## src/rtl/serial_sub_pkg.sv

```systemverilog
// Shared definitions for the bit-serial subtractor.
//   S_IDLE/S_SHIFT/S_DONE : FSM state encoding
//   cnt_width()           : bit-counter width for a given operand width
package serial_sub_pkg;

   localparam logic [1:0] S_IDLE  = 2'd0;
   localparam logic [1:0] S_SHIFT = 2'd1;
   localparam logic [1:0] S_DONE  = 2'd2;

   // Counter must reach WIDTH-1; guard the degenerate case so the width never collapses to 0.
   function automatic int cnt_width(input int width);
      return (width < 2) ? 1 : $clog2(width);
   endfunction

endpackage

```

## src/rtl/serial_subtractor_if.sv

```systemverilog
// Start/done handshake and operand/result bus of the serial subtractor.
//   start, a, b          : request side (driven by master)
//   busy, done, diff, bor: status/result side (driven by slave)
interface serial_subtractor_if #(parameter int WIDTH = 8);

   logic             start;
   logic [WIDTH-1:0] a;
   logic [WIDTH-1:0] b;
   logic             busy;
   logic             done;
   logic [WIDTH-1:0] diff;
   logic             bor;

   modport master (output start, a, b, input busy, done, diff, bor);
   modport slave  (input start, a, b, output busy, done, diff, bor);

endinterface

```

## src/rtl/full_sub.sv

```systemverilog
// Combinational one-bit full subtractor from two half subtractors.
//   x, y : minuend / subtrahend bit
//   bin  : borrow in
//   d    : x ^ y ^ bin
//   bout : (~x & y) | (~(x ^ y) & bin)
module full_sub (
   input  logic x,
   input  logic y,
   input  logic bin,
   output logic d,
   output logic bout
);

   logic d1, b1, b2;

   half_sub u_hs0 (.x(x),  .y(y),   .d(d1), .bout(b1));
   half_sub u_hs1 (.x(d1), .y(bin), .d(d),  .bout(b2));

   // The two borrows are never both set, so OR is sufficient.
   assign bout = b1 | b2;

endmodule

```

## src/rtl/half_sub.sv

```systemverilog
// One-bit half subtractor.
//   x, y : minuend / subtrahend bit
//   d    : difference x ^ y
//   bout : borrow out (~x & y)
module half_sub (
   input  logic x,
   input  logic y,
   output logic d,
   output logic bout
);

   assign d    = x ^ y;
   assign bout = ~x & y;

endmodule

```

## src/rtl/serial_subtractor.sv

```systemverilog
// Bit-serial unsigned subtractor: diff = (a - b) mod 2^WIDTH, LSB first,
// one bit per clock through a single full_sub cell.
//   clk, rst_n : clock, asynchronous active-low reset
//   bus.start  : request, sampled only in IDLE; a/b captured on that edge
//   bus.busy   : high from the accepting edge until done drops
//   bus.done   : one-cycle pulse when diff/bor are published
//   bus.diff   : result, held until the next publish
//   bus.bor    : final borrow (a < b), held with diff
module serial_subtractor
   import serial_sub_pkg::*;
#(
   parameter int WIDTH = 8
) (
   input  logic               clk,
   input  logic               rst_n,
   serial_subtractor_if.slave bus
);

   localparam int            CW   = cnt_width(WIDTH);
   localparam logic [CW-1:0] LAST = CW'(WIDTH - 1);

   logic [1:0]       state, state_nxt;
   logic [WIDTH-1:0] a_sh, b_sh, res, diff_q;
   logic [WIDTH-1:0] res_nxt;
   logic             brw, bor_q;
   logic [CW-1:0]    cnt;
   logic             d, bout, last;
   logic             busy_c, done_c;

   full_sub u_cell (
      .x   (a_sh[0]),
      .y   (b_sh[0]),
      .bin (brw),
      .d   (d),
      .bout(bout)
   );

   assign last    = (cnt == LAST);
   assign res_nxt = {d, res[WIDTH-1:1]};

   // State register
   always_ff @(posedge clk or negedge rst_n) begin
      if (!rst_n) state <= S_IDLE;
      else        state <= state_nxt;
   end

   // Next-state logic
   always_comb begin
      state_nxt = state;
      case (state)
         S_IDLE:  if (bus.start) state_nxt = S_SHIFT;
         S_SHIFT: if (last)      state_nxt = S_DONE;
         S_DONE:                 state_nxt = S_IDLE;
         default:                state_nxt = S_IDLE;
      endcase
   end

   // Outputs decode the state register only, so no input reaches them combinationally.
   always_comb begin
      busy_c = 1'b0;
      done_c = 1'b0;
      case (state)
         S_SHIFT: busy_c = 1'b1;
         S_DONE: begin
            busy_c = 1'b1;
            done_c = 1'b1;
         end
         default: ;
      endcase
   end

   assign bus.busy = busy_c;
   assign bus.done = done_c;
   assign bus.diff = diff_q;
   assign bus.bor  = bor_q;

   // Datapath: shift registers, counter and result registers
   always_ff @(posedge clk or negedge rst_n) begin
      if (!rst_n) begin
         a_sh   <= '0;
         b_sh   <= '0;
         res    <= '0;
         brw    <= 1'b0;
         cnt    <= '0;
         diff_q <= '0;
         bor_q  <= 1'b0;
      end else begin
         case (state)
            S_IDLE: begin
               if (bus.start) begin
                  a_sh <= bus.a;
                  b_sh <= bus.b;
                  brw  <= 1'b0;
                  cnt  <= '0;
               end
            end
            S_SHIFT: begin
               a_sh <= a_sh >> 1;
               b_sh <= b_sh >> 1;
               res  <= res_nxt;
               brw  <= bout;
               cnt  <= cnt + 1'b1;
               // Publish only on the final bit so partial results never show.
               if (last) begin
                  diff_q <= res_nxt;
                  bor_q  <= bout;
               end
            end
            default: ;
         endcase
      end
   end

endmodule
```

## src/flat_wrapper.sv

```systemverilog
// flat-port wrapper written by rule: the top's interface ports become plain ports
module serial_subtractor_flat import serial_sub_pkg::*;
#(
   parameter int WIDTH = 8
)
  (clk, rst_n, bus_start, bus_a, bus_b, bus_busy, bus_done, bus_diff, bus_bor);
  serial_subtractor_if #(.WIDTH(WIDTH)) bus_i ();
  input  logic clk;
  input  logic rst_n;
  input wire logic [$bits(bus_i.start)-1:0] bus_start;
  input wire logic [$bits(bus_i.a)-1:0] bus_a;
  input wire logic [$bits(bus_i.b)-1:0] bus_b;
  output wire logic [$bits(bus_i.busy)-1:0] bus_busy;
  output wire logic [$bits(bus_i.done)-1:0] bus_done;
  output wire logic [$bits(bus_i.diff)-1:0] bus_diff;
  output wire logic [$bits(bus_i.bor)-1:0] bus_bor;
  assign bus_i.start = bus_start;
  assign bus_i.a = bus_a;
  assign bus_i.b = bus_b;
  assign bus_busy = bus_i.busy;
  assign bus_done = bus_i.done;
  assign bus_diff = bus_i.diff;
  assign bus_bor = bus_i.bor;
  serial_subtractor #(.WIDTH(WIDTH)) u_core (.clk(clk), .rst_n(rst_n), .bus(bus_i));
endmodule
```

## config.mk

```make
export PLATFORM = sky130hd
export DESIGN_NAME = serial_subtractor_flat
export DESIGN_NICKNAME = d
export VERILOG_FILES = /design/src/rtl/serial_sub_pkg.sv /design/src/rtl/serial_subtractor_if.sv /design/src/rtl/full_sub.sv /design/src/rtl/half_sub.sv /design/src/rtl/serial_subtractor.sv /design/src/flat_wrapper.sv
export SDC_FILE = /design/constraint.sdc
export NUM_CORES = 1
export LEC_CHECK = 0
export CAP_MARGIN = 20
export CORE_UTILIZATION = 40
export DETAILED_ROUTE_END_ITERATION = 12
export PLACE_DENSITY = 0.67
export SLEW_MARGIN = 10
export SYNTH_ARGS = -nofsm -noshare
export SYNTH_HDL_FRONTEND = slang
export SYNTH_SLANG_ARGS = --single-unit
```

## constraint.sdc

```tcl
create_clock -name clk -period 3.6 [get_ports clk]
set_input_delay 0.54 -clock clk [delete_from_list [all_inputs] [get_ports clk]]
set_output_delay 0.54 -clock clk [all_outputs]
set_load 0.02 [all_outputs]
```

==> flow_summary.toml, run 1 <==
[timing]
skew_ns = 0.00843
min_period_ns = 2.23
hold_violations = 0
slew_headroom = 0.523
rsz0062_at_grt = "no"
hold_ws_ns = 0.496
max_freq_ghz = 0.449
report.final.slew_viol_count = 0
finalSetupTns_ns = 0
period_share = 0.619
setup_viol = 0
worst_slew_pin_slew_ns = 0.716

[pwr]
vdd_drop_max_uv = 360
p_sw_frac = 0.386
comb_power_share = 0.436
power_mw = 1.87
p_switching_mw = 0.721
power_frac_seq = 0.399
clkPwrFrac = 0.165
p_per_area_nw_per_um2 = 862
p_leak_nw = 0.947
p_int_mw = 1.15

[finish]
final_net_count = 207
diodes = 0
fillers = 364
final_util = 0.526
syn_to_final_growth_pct = 22.3
drive_above_1_share = 0.180

[cts]
clock-sinks = 38
post-cts-setup-buffers = 0
path_clk_slew_ns = 0.08
cts_buffers = 5
cts_root_buf = "clkbuf_8"
clk_path_buf_depth = 2
post_cts_resized = 0
cts_tree = "built"
holdBufCountCts = 0
h-tree-depth = 2
clock_latency_ns = 0.29

[die]
die_area_um2 = 4700
ios = 30
die_x_um = 68.5
die_h_um = 68.5
row_count = 23
start_util = 0.430
core_um2 = 4120

[synthesis]
synth.distinct_cells = 31
synth_top_area_frac = 0.537
yosys-top-cells-area = "dfrtp_1 54%, mux2_2 9.5%, a32oi_1 4.0%"
synth-seq-area-share = 0.537
avgSynthCellArea_um2 = 11.6
ys_ff_latch = 38
syn_area_um2 = 1770
synth_fp_nets = 178
yosysTopAreaCell = "dfrtp_1"
synthCells = 153
yosysWarnings = 0

[critical_path]
cp_data_required_time_ns = 3.79
start_kind = "flip-flop"
cp-end-kind = "flip-flop"
crit_type = "reg2reg"
critPathArrivalTime_ns = 2.42
cp_max_fo = 12

[routing]
wl_per_cell_um = 16.1
drt_iter0_drc = 61
dr.pass1.iters = 4
routed-via-count = 1280
wl_um = 3760
drc = 0
via_per_inst = 5.49
ant_nets = 0

[global_routing]
antenna_found_initial = 0
track_usage = 0.183
gr-total-overflow = 0
grt_pass1_wl_um = 6120
first_global_vias = 1304
grt_max_degree = 39

[status]
status = "finished clean"

[placed_design]
routabilityCongestion = 0.808
hpwl_um = 2640
numPortBuffers = 29

[job]
max_cap_viol_count = 0

[min_path]
worstHoldPathType = "reg2reg"
[Yosys cell counts, drive strengths merged]
| cell type | count |
|---|---|
| fa | 1 |
| nor2 | 6 |
| nand2b | 2 |
| nor2b | 1 |
| nor3 | 3 |
| o2bb2ai | 1 |
| o21ai | 5 |
| a21oi | 4 |
| dfrtp | 38 |
| inv | 11 |
| a211oi | 1 |
| nand3 | 14 |
| mux2 | 15 |
| o211ai | 2 |
| and2 | 1 |
| buf | 9 |
| nand2 | 11 |
| a32oi | 8 |
| a22oi | 2 |
| ha | 5 |
| a221oi | 5 |
| a22o | 2 |
| o22ai | 6 |
[critical path: stages (launching register included)]
cell	delay (ns)
dfrtp_1	0.41
inv_1	0.10
ha_1	0.44
nor2b_2	0.59
nor2_1	0.25
a221oi_1	0.34
[registers in the layout, indices dropped and copies added (netlist names)]
register	flops
u_core.bus.diff	8
u_core.res	7
u_core.state	2
u_core.a_sh	8
u_core.brw	1
u_core.cnt	3
u_core.b_sh	8
u_core.bus.bor	1
[power by group through the flow]
stage | clock network (mW) | logic, mW | registers (mW)
floorplan | 0 | 0.566 | 0.766
global placement | 0 | 0.783 | 0.740
detailed placement | 0 | 0.818 | 0.753
CTS | 0.313 | 0.826 | 0.747
global route | 0.333 | 0.901 | 0.771
finish | 0.309 | 0.814 | 0.745
[per-stage QoR]
stage | worst slack [ns] | instance area (um2) | std cells
after floorplan | 2.17 | 1770 | 153
after global placement | 1.36 | 2070 | 225
after detailed placement | 1.28 | 2070 | 225
after CTS | 1.39 | 2170 | 233
after global routing | 1.19 | 2170 | 233
final | 1.37 | 2170 | 233
[final cells by class]
type,instances,area (um2),area share
sequential,38,951,0.439
multi-input combinational,95,711,0.328
timing repair buffer,31,305,0.141
clock buffer,6,82.6,0.0381
tap,50,62.6,0.0289
inverter,11,41.3,0.0191
clock inverter,2,12.5,0.00578
[kinds of logic after synthesis]
| family | share of synthesized area |
|---|---|
| muxes | 0.0954 |
| buffers and inverters | 0.0615 |
| and+or+nand+nor | 0.104 |
| adders and majority gates | 0.0466 |
| AOI/OAI and AO/OA | 0.155 |
| DFF | 0.537 |
[layer usage]
| metal | GRT usage | part of all wire |
|---|---|---|
| met1 | 0.232 | 0.45 |
| met2 | 0.299 | 0.50 |
| met3 | 0.0329 | 0.029 |
| met4 | 0.0885 | 0.019 |
| met5 | 0 | 0 |
[final timing paths]
check,startpoint,endpoint,slack [ns],cells after the start
setup / recovery,u_core.state[0]$_DFFE_PN0P_,u_core.b_sh[4]$_DFFE_PN0P_,1.37,5
max in group asynchronous,rst_n,u_core.bus.diff[0]$_DFFE_PN0P_,2.59,2
hold reg to reg,u_core.cnt[0]$_DFFE_PN0P_,u_core.cnt[0]$_DFFE_PN0P_,0.50,1
min in group asynchronous,rst_n,u_core.a_sh[5]$_DFFE_PN0P_,0.67,2
setup reg to reg,u_core.state[0]$_DFFE_PN0P_,u_core.b_sh[4]$_DFFE_PN0P_,1.37,5
hold / removal,u_core.cnt[0]$_DFFE_PN0P_,u_core.cnt[0]$_DFFE_PN0P_,0.50,1
[cells in the final DEF (no fill, tap or decap), types with 3 or more instances in the layout]
| master | n |
|---|---|
| dfrtp_1 | 38 |
| clkdlybuf4s50_1 | 29 |
| mux2_2 | 15 |
| nand3_1 | 14 |
| inv_1 | 10 |
| nand2_1 | 10 |
| a32oi_1 | 8 |
| o22ai_1 | 6 |
| clkbuf_8 | 6 |
| nor2_1 | 5 |
| ha_1 | 5 |
| a21oi_1 | 4 |
| a221oi_1 | 4 |
| nor3_1 | 3 |
No activity file was read; power rests on OpenSTA's default activity.
==> inputs of run 2 (changes only) <==
clock period = 2.2 ns   (was 3.6 ns; I/O delays follow)
==> flow_summary.toml, run 2 (synthesized netlist as in run 1, its figures left out) <==
[status]
status = "finished clean"

[die]
row_count = 23
die_area_um2 = 4700
ios = 30
die_x_um = 68.5
die_h_um = 68.5
core_um2 = 4120
start_util = 0.430

[pwr]
p_leak_nw = 0.980
p_per_area_nw_per_um2 = 1440
vdd_drop_max_uv = 625

[timing]
hold_violations = 0
rsz0062_at_grt = "no"
finalSetupTns_ns = 0
setup_viol = 0
worst_slew_pin_slew_ns = 0.467
skew_ns = 0.0118
period_share = 0.888
min_period_ns = 1.95
report.final.slew_viol_count = 0
max_freq_ghz = 0.512
slew_headroom = 0.689

[critical_path]
r2r_end = "u_core.a_sh[2]$_DFFE_PN0P_"
crit_type = "reg2out"
r2r_setup_slack_ns = 0.49
cp_data_required_time_ns = 1.87
reg2reg_from = "u_core.state[0]$_DFFE_PN0P_"
start_kind = "flip-flop"
critPathArrivalTime_ns = 1.62
r2r_cells = 5
cp-end-kind = "output port"
cp_max_fo = 3

[global_routing]
gr-total-overflow = 0
grt_pass1_wl_um = 6220
track_usage = 0.186
first_global_vias = 1300
grt_max_degree = 39
antenna_found_initial = 0

[min_path]
worstHoldPathType = "in2async"

[cts]
post-cts-setup-buffers = 0
cts_root_buf = "clkbuf_8"
clock-sinks = 38
cts_buffers = 5
post_cts_resized = 0
h-tree-depth = 2
holdBufCountCts = 0
clk_path_buf_depth = 2
clock_latency_ns = 0.29
cts_tree = "built"
path_clk_slew_ns = 0.08

[finish]
final_util = 0.540
fillers = 364
final_net_count = 212
final_common_cell = "dfrtp_1"
diodes = 0
multi_input_area_um2 = 711
layout_common_cells = "38 x dfrtp_1, 29 x clkdlybuf4s50_1, 15 x mux2_2"
drive_above_1_share = 0.198
seq_area_um2 = 951
syn_to_final_growth_pct = 25.4
final_cells = 237

[routing]
wl_per_cell_um = 15.9
drc = 0
routed-via-count = 1320
dr.pass1.iters = 4
via_per_inst = 5.57
ant_nets = 0
wl_um = 3770
drt_iter0_drc = 76

[placed_design]
routabilityCongestion = 0.774
hpwl_um = 2720
dp.cells = 230
numPortBuffers = 29

[job]
max_cap_viol_count = 0
==> run 2: final cells by class <==
cell class              count  share of cell area
clock buffers               6              0.0372
inverters                  11              0.0186
clock inverters             1              0.0135
repair buffers             36               0.154
multi-input cells          95               0.320
flip-flops and latches     38               0.428
well taps                  50              0.0282
==> run 2: power breakdown <==
part           internal [mW]  total, mW  leakage (nW)  switching (mW)
combinational          0.650       1.38         0.444           0.734
clock                  0.363      0.600        0.0573           0.237
sequential              1.02       1.22         0.479           0.205
total                   2.03       3.20         0.980            1.18
==> run 2: per-layer routing <==
layer | GRT usage | part of all wire
met3 | 0.0444 | 0.028
met4 | 0.0885 | 0.023
met2 | 0.287 | 0.48
met5 | 0 | 0
met1 | 0.246 | 0.47
==> run 2: metrics by stage <==
step | instance area (um2) | worst slack [ns] | total power [mW] | hold WS (ns)
after floorplan | 1770 | 0.775 | 2.18 | 0.0344
after global placement | 2110 | 0.542 | 2.54 | 0.478
after detailed placement | 2110 | 0.474 | 2.62 | 0.475
after CTS | 2220 | 0.228 | 3.22 | 0.477
after global routing | 2220 | 0.162 | 3.44 | 0.515
final | 2220 | 0.247 | 3.20 | 0.466
==> run 2: worst max path at each step <==
stage / from / endpoint / slack (ns)
2_1_floorplan: u_core.state[0]$_DFFE_PN0P_ / u_core.a_sh[3]$_DFFE_PN0P_ / 0.77
3_3_place_gp: bus_start / u_core.cnt[1]$_DFFE_PN0P_ / 0.54
3_5_place_dp: bus_start / u_core.cnt[1]$_DFFE_PN0P_ / 0.47
4_1_cts: u_core.state[0]$_DFFE_PN0P_ / bus_busy / 0.23
5_1_grt: u_core.state[0]$_DFFE_PN0P_ / bus_busy / 0.16
6_report: u_core.state[0]$_DFFE_PN0P_ / bus_busy / 0.25
==> run 2: worst max-delay path: stages (launching register included) <==
cell	delay, ns
dfrtp_1	0.39
inv_1	0.07
ha_1	0.28
clkdlybuf4s50_1	0.59
